**config.mk**
```make
export PLATFORM = sky130hd
export DESIGN_NAME = obi_port_arbiter
export DESIGN_NICKNAME = d
export VERILOG_FILES = /design/src/rtl/obi_arb_pkg.sv /design/src/rtl/obi_route_fifo.sv /design/src/rtl/obi_port_arbiter.sv
export SDC_FILE = /design/constraint.sdc
export NUM_CORES = 1
export LEC_CHECK = 0
export ABC_AREA = 1
export CAP_MARGIN = 15
export CORE_AREA = 2 2 108 110
export DETAILED_ROUTE_END_ITERATION = 6
export DIE_AREA = 0 0 110 112
export DONT_BUFFER_PORTS = 1
export MAX_ROUTING_LAYER = met4
export SKIP_LAST_GASP = 1
export SLEW_MARGIN = 30
export SYNTH_ARGS = -nofsm -noshare
export SYNTH_HDL_FRONTEND = slang
export SYNTH_SLANG_ARGS = --single-unit
```
**constraint.sdc**
```tcl
create_clock -name clk_i -period 3.6 [get_ports clk_i]
set_input_delay 0.36 -clock clk_i [delete_from_list [all_inputs] [get_ports clk_i]]
set_output_delay 0.36 -clock clk_i [all_outputs]
set_load 0.005 [all_outputs]
```
**src/rtl/obi_arb_pkg.sv**
```systemverilog
// Shared types and defaults for the two-port OBI arbiter and its route FIFO.
package obi_arb_pkg;
    typedef enum logic {
        SRC_INSTR = 1'b0,
        SRC_DATA  = 1'b1
    } src_e;

    localparam int unsigned DEFAULT_DEPTH = 4;
endpackage

```
**src/rtl/obi_route_fifo.sv**
```systemverilog
// In-order FIFO of source IDs; one entry per granted-but-unanswered request.
module obi_route_fifo
    import obi_arb_pkg::*;
#(
    parameter int unsigned DEPTH = DEFAULT_DEPTH
) (
    input  logic                     clk_i,
    input  logic                     rst_ni,
    input  logic                     push_i,
    input  src_e                     src_i,
    input  logic                     pop_i,
    output logic                     full_o,
    output logic                     empty_o,
    output logic [$clog2(DEPTH):0]   count_o,
    output src_e                     head_o
);
    localparam int unsigned AW = $clog2(DEPTH);

    src_e          mem_q [DEPTH];
    src_e          mem_d [DEPTH];
    logic [AW-1:0] wptr_q, wptr_d;
    logic [AW-1:0] rptr_q, rptr_d;
    logic [AW:0]   count_q, count_d;

    always_comb begin
        mem_d   = mem_q;
        wptr_d  = wptr_q;
        rptr_d  = rptr_q;
        count_d = count_q;
        if (push_i) begin
            mem_d[wptr_q] = src_i;
            wptr_d        = wptr_q + AW'(1);
        end
        if (pop_i) begin
            rptr_d = rptr_q + AW'(1);
        end
        // Power-of-two depth lets the pointers wrap naturally.
        case ({push_i, pop_i})
            2'b10:   count_d = count_q + (AW+1)'(1);
            2'b01:   count_d = count_q - (AW+1)'(1);
            default: count_d = count_q;
        endcase
    end

    always_ff @(posedge clk_i or negedge rst_ni) begin
        if (!rst_ni) begin
            for (int i = 0; i < DEPTH; i++) begin
                mem_q[i] <= SRC_INSTR;
            end
            wptr_q  <= '0;
            rptr_q  <= '0;
            count_q <= '0;
        end else begin
            mem_q   <= mem_d;
            wptr_q  <= wptr_d;
            rptr_q  <= rptr_d;
            count_q <= count_d;
        end
    end

    assign full_o  = (count_q == (AW+1)'(DEPTH));
    assign empty_o = (count_q == '0);
    assign count_o = count_q;
    assign head_o  = mem_q[rptr_q];
endmodule

```
**src/rtl/obi_port_arbiter.sv**
```systemverilog
// Round-robin arbiter merging an instruction and a data OBI port onto one
// memory port, with in-order response routing and a sticky protocol error.
module obi_port_arbiter
    import obi_arb_pkg::*;
#(
    parameter int unsigned DEPTH = DEFAULT_DEPTH
) (
    input  logic        clk_i,
    input  logic        rst_ni,
    input  logic        instr_req_i,
    input  logic [31:0] instr_addr_i,
    output logic        instr_gnt_o,
    output logic        instr_rvalid_o,
    output logic [31:0] instr_rdata_o,
    input  logic        data_req_i,
    input  logic [31:0] data_addr_i,
    input  logic        data_we_i,
    input  logic [31:0] data_wdata_i,
    input  logic [3:0]  data_be_i,
    output logic        data_gnt_o,
    output logic        data_rvalid_o,
    output logic [31:0] data_rdata_o,
    output logic        mem_req_o,
    output logic [31:0] mem_addr_o,
    output logic        mem_we_o,
    output logic [31:0] mem_wdata_o,
    output logic [3:0]  mem_be_o,
    input  logic        mem_gnt_i,
    input  logic        mem_rvalid_i,
    input  logic [31:0] mem_rdata_i,
    output logic        err_o
);
    src_e                  sel;
    src_e                  lock_src_q, lock_src_d;
    src_e                  last_gnt_q, last_gnt_d;
    logic                  lock_q, lock_d;
    logic                  err_q, err_d;
    logic                  sel_req;
    logic                  handshake;
    logic                  pop;
    logic                  fifo_full;
    logic                  fifo_empty;
    logic [$clog2(DEPTH):0] fifo_count;
    src_e                  fifo_head;

    // A stalled request pins the selection so the bus payload cannot switch.
    always_comb begin
        sel = SRC_INSTR;
        if (lock_q) begin
            sel = lock_src_q;
        end else if (instr_req_i && data_req_i) begin
            sel = (last_gnt_q == SRC_INSTR) ? SRC_DATA : SRC_INSTR;
        end else if (data_req_i) begin
            sel = SRC_DATA;
        end
    end

    assign sel_req   = (sel == SRC_DATA) ? data_req_i : instr_req_i;
    assign mem_req_o = rst_ni && sel_req && !fifo_full;
    assign handshake = mem_req_o && mem_gnt_i;
    assign pop       = mem_rvalid_i && !fifo_empty;

    always_comb begin
        mem_addr_o  = '0;
        mem_we_o    = 1'b0;
        mem_wdata_o = '0;
        mem_be_o    = '0;
        if (rst_ni) begin
            if (sel == SRC_DATA) begin
                mem_addr_o  = data_addr_i;
                mem_we_o    = data_we_i;
                mem_wdata_o = data_wdata_i;
                mem_be_o    = data_be_i;
            end else begin
                mem_addr_o  = instr_addr_i;
                mem_be_o    = 4'hF;
            end
        end
    end

    assign instr_gnt_o    = handshake && (sel == SRC_INSTR);
    assign data_gnt_o     = handshake && (sel == SRC_DATA);
    assign instr_rvalid_o = pop && (fifo_head == SRC_INSTR);
    assign data_rvalid_o  = pop && (fifo_head == SRC_DATA);
    assign instr_rdata_o  = mem_rdata_i;
    assign data_rdata_o   = mem_rdata_i;
    assign err_o          = err_q;

    always_comb begin
        lock_d     = lock_q;
        lock_src_d = lock_src_q;
        last_gnt_d = last_gnt_q;
        err_d      = err_q | (mem_rvalid_i && fifo_empty);
        if (handshake) begin
            lock_d     = 1'b0;
            last_gnt_d = sel;
        end else if (mem_req_o) begin
            lock_d     = 1'b1;
            lock_src_d = sel;
        end
    end

    always_ff @(posedge clk_i or negedge rst_ni) begin
        if (!rst_ni) begin
            lock_q     <= 1'b0;
            lock_src_q <= SRC_INSTR;
            last_gnt_q <= SRC_INSTR;
            err_q      <= 1'b0;
        end else begin
            lock_q     <= lock_d;
            lock_src_q <= lock_src_d;
            last_gnt_q <= last_gnt_d;
            err_q      <= err_d;
        end
    end

    obi_route_fifo #(
        .DEPTH (DEPTH)
    ) u_route_fifo (
        .clk_i   (clk_i),
        .rst_ni  (rst_ni),
        .push_i  (handshake),
        .src_i   (sel),
        .pop_i   (pop),
        .full_o  (fifo_full),
        .empty_o (fifo_empty),
        .count_o (fifo_count),
        .head_o  (fifo_head)
    );

    count_in_range : assert property (@(posedge clk_i) disable iff (!rst_ni)
        fifo_count <= ($clog2(DEPTH)+1)'(DEPTH));
endmodule

```
==> results.ini, run 1 <==
[status]
status=complete, no violations

[clock_network]
cts.sink_count=15
cts_resized=0
cts.clk_slew.worst_paths_ns=0.05
cts.path.max_buffers=2
cts_setup_buffers=0
htree_levels=1
cts-root-buf=clkbuf_16
cts_tree=built
clock_latency_ns=0.24
cts_buffers=3

[synth]
ys_warn_count=0
syn_nets=493
ys_seq_area_frac=0.176
synth_top_cells_by_area=buf_4 (23%), nor2_1 (19%), dfrtp_1 (18%)
synth_async_sr_flop_share=1.00
post-synth-top-area-cell=buf_4
synth_cell_types=28
synth-edff-count=0
syn_area_sq_um=2140
synth_most_common_cell=nor2_1
synth_seq_cells=15
netlist_instances=348
synthFlopType=dfrtp_1
netlist_top_cells_count=nor2_1 (109), buf_4 (66), inv_1 (47), o21ai_0 (36), nand2_1 (24)
synth.top_cell.area_share=0.232
syn_avg_cell_area_sq_um=6.14

[global_route]
grtUsageTotal=0.105
grt_max_degree=42
overflow=0
antenna_found_initial=0
grt_pass1_vias=1643
grt_pass1_wl_microns=9490

[sta]
final.min_clock_period_ns=2.38
slew_violations=0
period_share=0.660
fin_skew_ns=0.00183
hold_viol=0
rsz0062_at_grt=false
relSlewSlack=0.519
fmax_mhz=421
worstMarginPinSlew_ns=0.718
tns_ns=0
setup_viol=0

[drt]
ant_nets=0
dr.first_iter.drc_count=134
vias_per_cell=4.37
route.detailed.drc=0
via_count=1834
routedWlPerCell_microns=16.9
finalWirelength_microns=7110
drt_first_pass_iters=4

[floorplan]
die_x_microns=110
initial_core_util=0.191
row_count=39
die_h_microns=112
fp.dieArea_sq_um=12300
core_sq_um=11200
ios=278

[placement]
dp.final_hpwl_microns=5890
placed_cells=415
place_congestion=0.782
io_buffers=0

[power_and_ir_drop]
p_leak_uw=0.000978
power_frac_seq=0.243
combPwrFrac=0.578
switchingPower_uw=630
p_int_uw=586
total_power_uw=1220
vdd_ir_drop_max_mv=0.380
p_sw_frac=0.518
clockPowerShare=0.178
power_density_nw_per_um2=662

[job]
maxCapViolCount=0

[cells_and_area]
antenna_cells=0
syn_to_final_growth_pct=-14.0
fill_cells=1296
fin_nets=423
utilization=0.164
instances_no_fill=420
drive_gt1_frac=0.0686

[critical_path]
worstPathMaxFanout=41
crit_type=flop to primary output
critPathArrivalTime_ns=2.02
critPathLaunchType=flop
ff2ff_path_depth=13
cp-end-kind=primary output
critical_path_required_ns=3.24

[hold_path]
whs_path_depth=2
hp-class=primary input to flop

## cells by family after synthesis
logic type | share of synthesized area
AO/OA/AOI/OAI | 0.0989
flip-flops | 0.176
AND/OR/NAND/NOR | 0.314
buffers and inverters | 0.360
adder cells (fa/ha/maj) | 0.0386
XOR/XNOR | 0.0123
## layer usage
metal  up-vias  GRT usage  wire length [microns]
li1        839          -                      -
met4         0     0.0211                     64
met2       160      0.175                   3620
met1       827      0.121                   2530
met3         8     0.0351                    897
met5         -          -                      0
## cell usage in the layout, fill, tap and decap left out, types with 2 or more instances in the layout
| master | n |
|---|---|
| nand2_2 | 2 |
| inv_2 | 3 |
| nand2_1 | 24 |
| nand2_4 | 2 |
| a21oi_1 | 3 |
| xor2_1 | 2 |
| nor2_1 | 109 |
| ha_1 | 5 |
| inv_1 | 47 |
| dfrtp_1 | 15 |
| o21ai_0 | 36 |
| nand3_1 | 7 |
| nand4_1 | 4 |
| nor2_2 | 2 |
| clkbuf_16 | 3 |
## stage by stage
step	instance area, sq um	hold WS [ns]	setup WS (ns)
4_1_cts	1840	0.251	1.18
2_1_floorplan	2140	0.0644	1.66
5_1_grt	1840	0.266	1.06
3_5_place_dp	1750	0.0661	1.44
6_report	1840	0.253	1.22
3_3_place_gp	1750	0.0660	1.51
## registers in the layout, summed over array words and instances, names as in the netlist
| signal | flops |
|---|---|
| u_route_fifo.mem_q | 4 |
| u_route_fifo.count_o | 3 |
| u_route_fifo.rptr_q | 2 |
| u_route_fifo.wptr_q | 2 |
| err_o | 1 |
| last_gnt_q | 1 |
| lock_q | 1 |
| lock_src_q | 1 |
## worst max-delay path, stage by stage (launching register included)
cell,delay [ns]
dfrtp_1,0.39
nand2_1,0.17
nand2_4,0.25
inv_2,0.54
nor2_1,0.08
nor2_1,0.31
## final timing paths
path	slack, ns	endpoint	from
min in group asynchronous	0.62	u_route_fifo.rptr_q[1]$_DFFE_PN0P_	rst_ni
hold / removal	0.25	err_o$_DFF_PN0_	mem_rvalid_i
max in group asynchronous	2.53	u_route_fifo.count_o[2]$_DFFE_PN0P_	rst_ni
setup / recovery	1.22	mem_addr_o[27]	lock_q$_DFFE_PN0P_
hold reg to reg	0.49	u_route_fifo.mem_q[0]$_DFFE_PN0P_	u_route_fifo.mem_q[0]$_DFFE_PN0P_
setup reg to reg	1.54	u_route_fifo.count_o[2]$_DFFE_PN0P_	u_route_fifo.count_o[0]$_DFFE_PN0P_
## power groups by stage
| stage | clock network [uW] | registers (uW) | logic (uW) |
|---|---|---|---|
| 2_1_floorplan | 0 | 284 | 672 |
| 3_3_place_gp | 0 | 294 | 679 |
| 3_5_place_dp | 0 | 298 | 697 |
| 4_1_cts | 219 | 296 | 709 |
| 5_1_grt | 224 | 303 | 810 |
| 6_report | 217 | 296 | 703 |
## what timing repair did
action | in CTS | in global routing
endpoints found under the setup margin | 0 | 0
hold endpoints to repair | 15 | 0
hold buffers | 1 | 0
## final cells by class
class,instances,area [sq um],share of cell area
well taps,143,179,0.0973
clock inverters,1,5.00,0.00272
multi-input cells,205,992,0.540
repair buffers,2,17.5,0.00953
flip-flops and latches,15,375,0.204
clock buffers,3,75.1,0.0408
inverters,51,194,0.106
(Power assumes the default switching activity.)
==> inputs of run 2 (changes only) <==
clock period = 2.45 ns   (was 3.6 ns; I/O delays follow)
==> run 2 against run 1 <==
  * Die area unchanged
  * Routed wire length shrank 0.48%
  * Non-clock buffer count grew 10
  * Via count is 0.16% higher
  * Clock power increased by 48%
  * Critical path depth grew 8
==> results.ini, run 2 (synthesis gave the netlist of run 1 again) <==
[clock_network]
cts_buffers=3  ; unchanged
cts.path.max_buffers=2  ; unchanged
cts_tree=built
htree_levels=1  ; unchanged
clock_latency_ns=0.24  ; about the same
cts_setup_buffers=0  ; unchanged
cts.clk_slew.worst_paths_ns=0.05  ; about the same
cts-root-buf=clkbuf_16
cts.sink_count=15  ; unchanged

[cells_and_area]
fill_cells=1273  ; -1.8%
layout_commonest_cell=nor2_1
antenna_cells=0  ; unchanged
fin_nets=433  ; +2.4%
top_register=u_route_fifo.mem_q
largest_reg_flops=4  ; unchanged
utilization=0.171  ; +0.00672
drive_gt1_frac=0.101  ; +0.0325
syn_to_final_growth_pct=-10.5
layout_common_cells=nor2_1 (109), inv_1 (47), o21ai_0 (36)

[placement]
place_congestion=0.854  ; +9.2%
dp_slack_ns=0.370  ; -1.07 ns
io_buffers=0  ; unchanged
dp.final_hpwl_microns=6030  ; +2.3%

[power_and_ir_drop]
p_sw_frac=0.507  ; -0.0114
total_power_uw=1840  ; +52%
vdd_ir_drop_max_mv=0.525  ; +38%
power_frac_seq=0.235  ; -0.008
switchingPower_uw=934  ; +48%
clockPowerShare=0.174  ; -0.004
power_density_nw_per_um2=963  ; +46%
p_leak_uw=0.00103  ; +5.3%
combPwrFrac=0.591  ; +0.013
p_int_uw=908  ; +55%

[floorplan]
fp.dieArea_sq_um=12300  ; unchanged
core_sq_um=11200  ; unchanged
die_h_microns=112  ; unchanged
row_count=39  ; unchanged
die_x_microns=110  ; unchanged
ios=278  ; unchanged
initial_core_util=0.191  ; unchanged

[global_route]
grt_pass1_vias=1712  ; +4.2%
grt_pass1_wl_microns=9620  ; +1.3%
overflow=0  ; unchanged
grt_max_degree=37  ; -12%
grtUsageTotal=0.106  ; +0.00103
antenna_found_initial=0  ; unchanged

[sta]
hold_viol=0  ; unchanged
rsz0062_at_grt=false
hold-worst-slack_ns=0.137  ; -0.116 ns
fmax_mhz=481
setup_ws_ns=0.370  ; -0.853 ns
tns_ns=0  ; unchanged
relSlewSlack=0.545  ; +0.0253
period_share=0.849
setup_viol=0  ; unchanged
fin_skew_ns=0.00154  ; -0.000287 ns
worstMarginPinSlew_ns=0.681  ; -0.0379 ns
final.min_clock_period_ns=2.08
slew_violations=0  ; unchanged

[critical_path]
worstPathMaxFanout=10  ; -76%
critPathArrivalTime_ns=2.20  ; +0.18 ns
cp-end-kind=flop
critPathBufInv=3  ; +2
crit_path_cell_trace=inv_2 -> nand2_2 -> nor2_2 -> nor2_4 -> nand2_4 -> nor2_8 -> inv_4 -> ha_1 -> inv_1 -> fa_1 -> a21oi_1 -> o21ai_0 -> xor2_1
critPathMaxStageDelay_ns=0.40  ; -0.14 ns
critPathLaunch=u_route_fifo.count_o[0]$_DFFE_PN0P_
crit_type=flop to flop
crit_family=adder cells
critPathLaunchType=flop
r2r_start=u_route_fifo.count_o[0]$_DFFE_PN0P_
cp_slowest_cell=dfrtp_1
critical_path_required_ns=2.57  ; -0.67 ns

[drt]
vias_per_cell=4.27  ; -2.2%
via_count=1837  ; +0.16%
routedWlPerCell_microns=16.5  ; -2.8%
ant_nets=0  ; unchanged
route.detailed.drc=0  ; unchanged
drt_first_pass_iters=4  ; unchanged
dr.first_iter.drc_count=122  ; -9.0%
finalWirelength_microns=7080  ; -0.48%

[hold_path]
hold_start=mem_rvalid_i
hp-class=primary input to flop

[status]
status=complete, no violations

[job]
maxCapViolCount=0  ; unchanged

run 2: changes by cell type in the layout (fill, tap and decap cells not counted), sizes merged:
cell and change:
buf +10
run 2: area by class of cell:
type	instances	area, sq um	area share
multi-input combinational	205	992	0.519
sequential	15	375	0.196
inverter	51	194	0.101
tap	143	179	0.0935
timing repair buffer	12	92.6	0.0484
clock buffer	3	75.1	0.0392
clock inverter	1	5.00	0.00262
run 2: stage by stage:
| stage | cell area [sq um] | cells |
|---|---|---|
| CTS | 1910 | 430 |
| floorplan | 2140 | 348 |
| finish | 1910 | 430 |
| global placement | 1820 | 425 |
| detailed placement | 1820 | 425 |
| global route | 1910 | 430 |
run 2: final timing paths:
kind | slack, ns | to | cells past startpoint
max | 0.37 | u_route_fifo.count_o[2]$_DFFE_PN0P_ | 13
min | 0.14 | err_o$_DFF_PN0_ | 2
max reg2reg | 0.37 | u_route_fifo.count_o[2]$_DFFE_PN0P_ | 13
min reg2reg | 0.48 | last_gnt_q$_DFFE_PN0P_ | 2
max in group asynchronous | 1.53 | lock_src_q$_DFFE_PN0P_ | 1
min in group asynchronous | 0.48 | u_route_fifo.rptr_q[1]$_DFFE_PN0P_ | 1
run 2: power by group through the flow:
| stage | logic, uW | registers [uW] | clock network (uW) |
|---|---|---|---|
| floorplan | 987 | 417 | 0 |
| global placement | 1080 | 431 | 0 |
| detailed placement | 1100 | 436 | 0 |
| CTS | 1110 | 432 | 324 |
| global route | 1270 | 452 | 342 |
| finish | 1090 | 433 | 321 |
run 2: timing repair:
action | 4_1_cts | 5_1_grt
hold buffers | 1 | 0
resized for setup | 0 | 0
endpoints found under the hold margin | 15 | 0
run 2: routing by layer:
layer,part of all wire,track usage
met1,0.40,0.130
met5,0,-
met2,0.49,0.175
met3,0.10,0.0299
met4,0.0075,0.0160
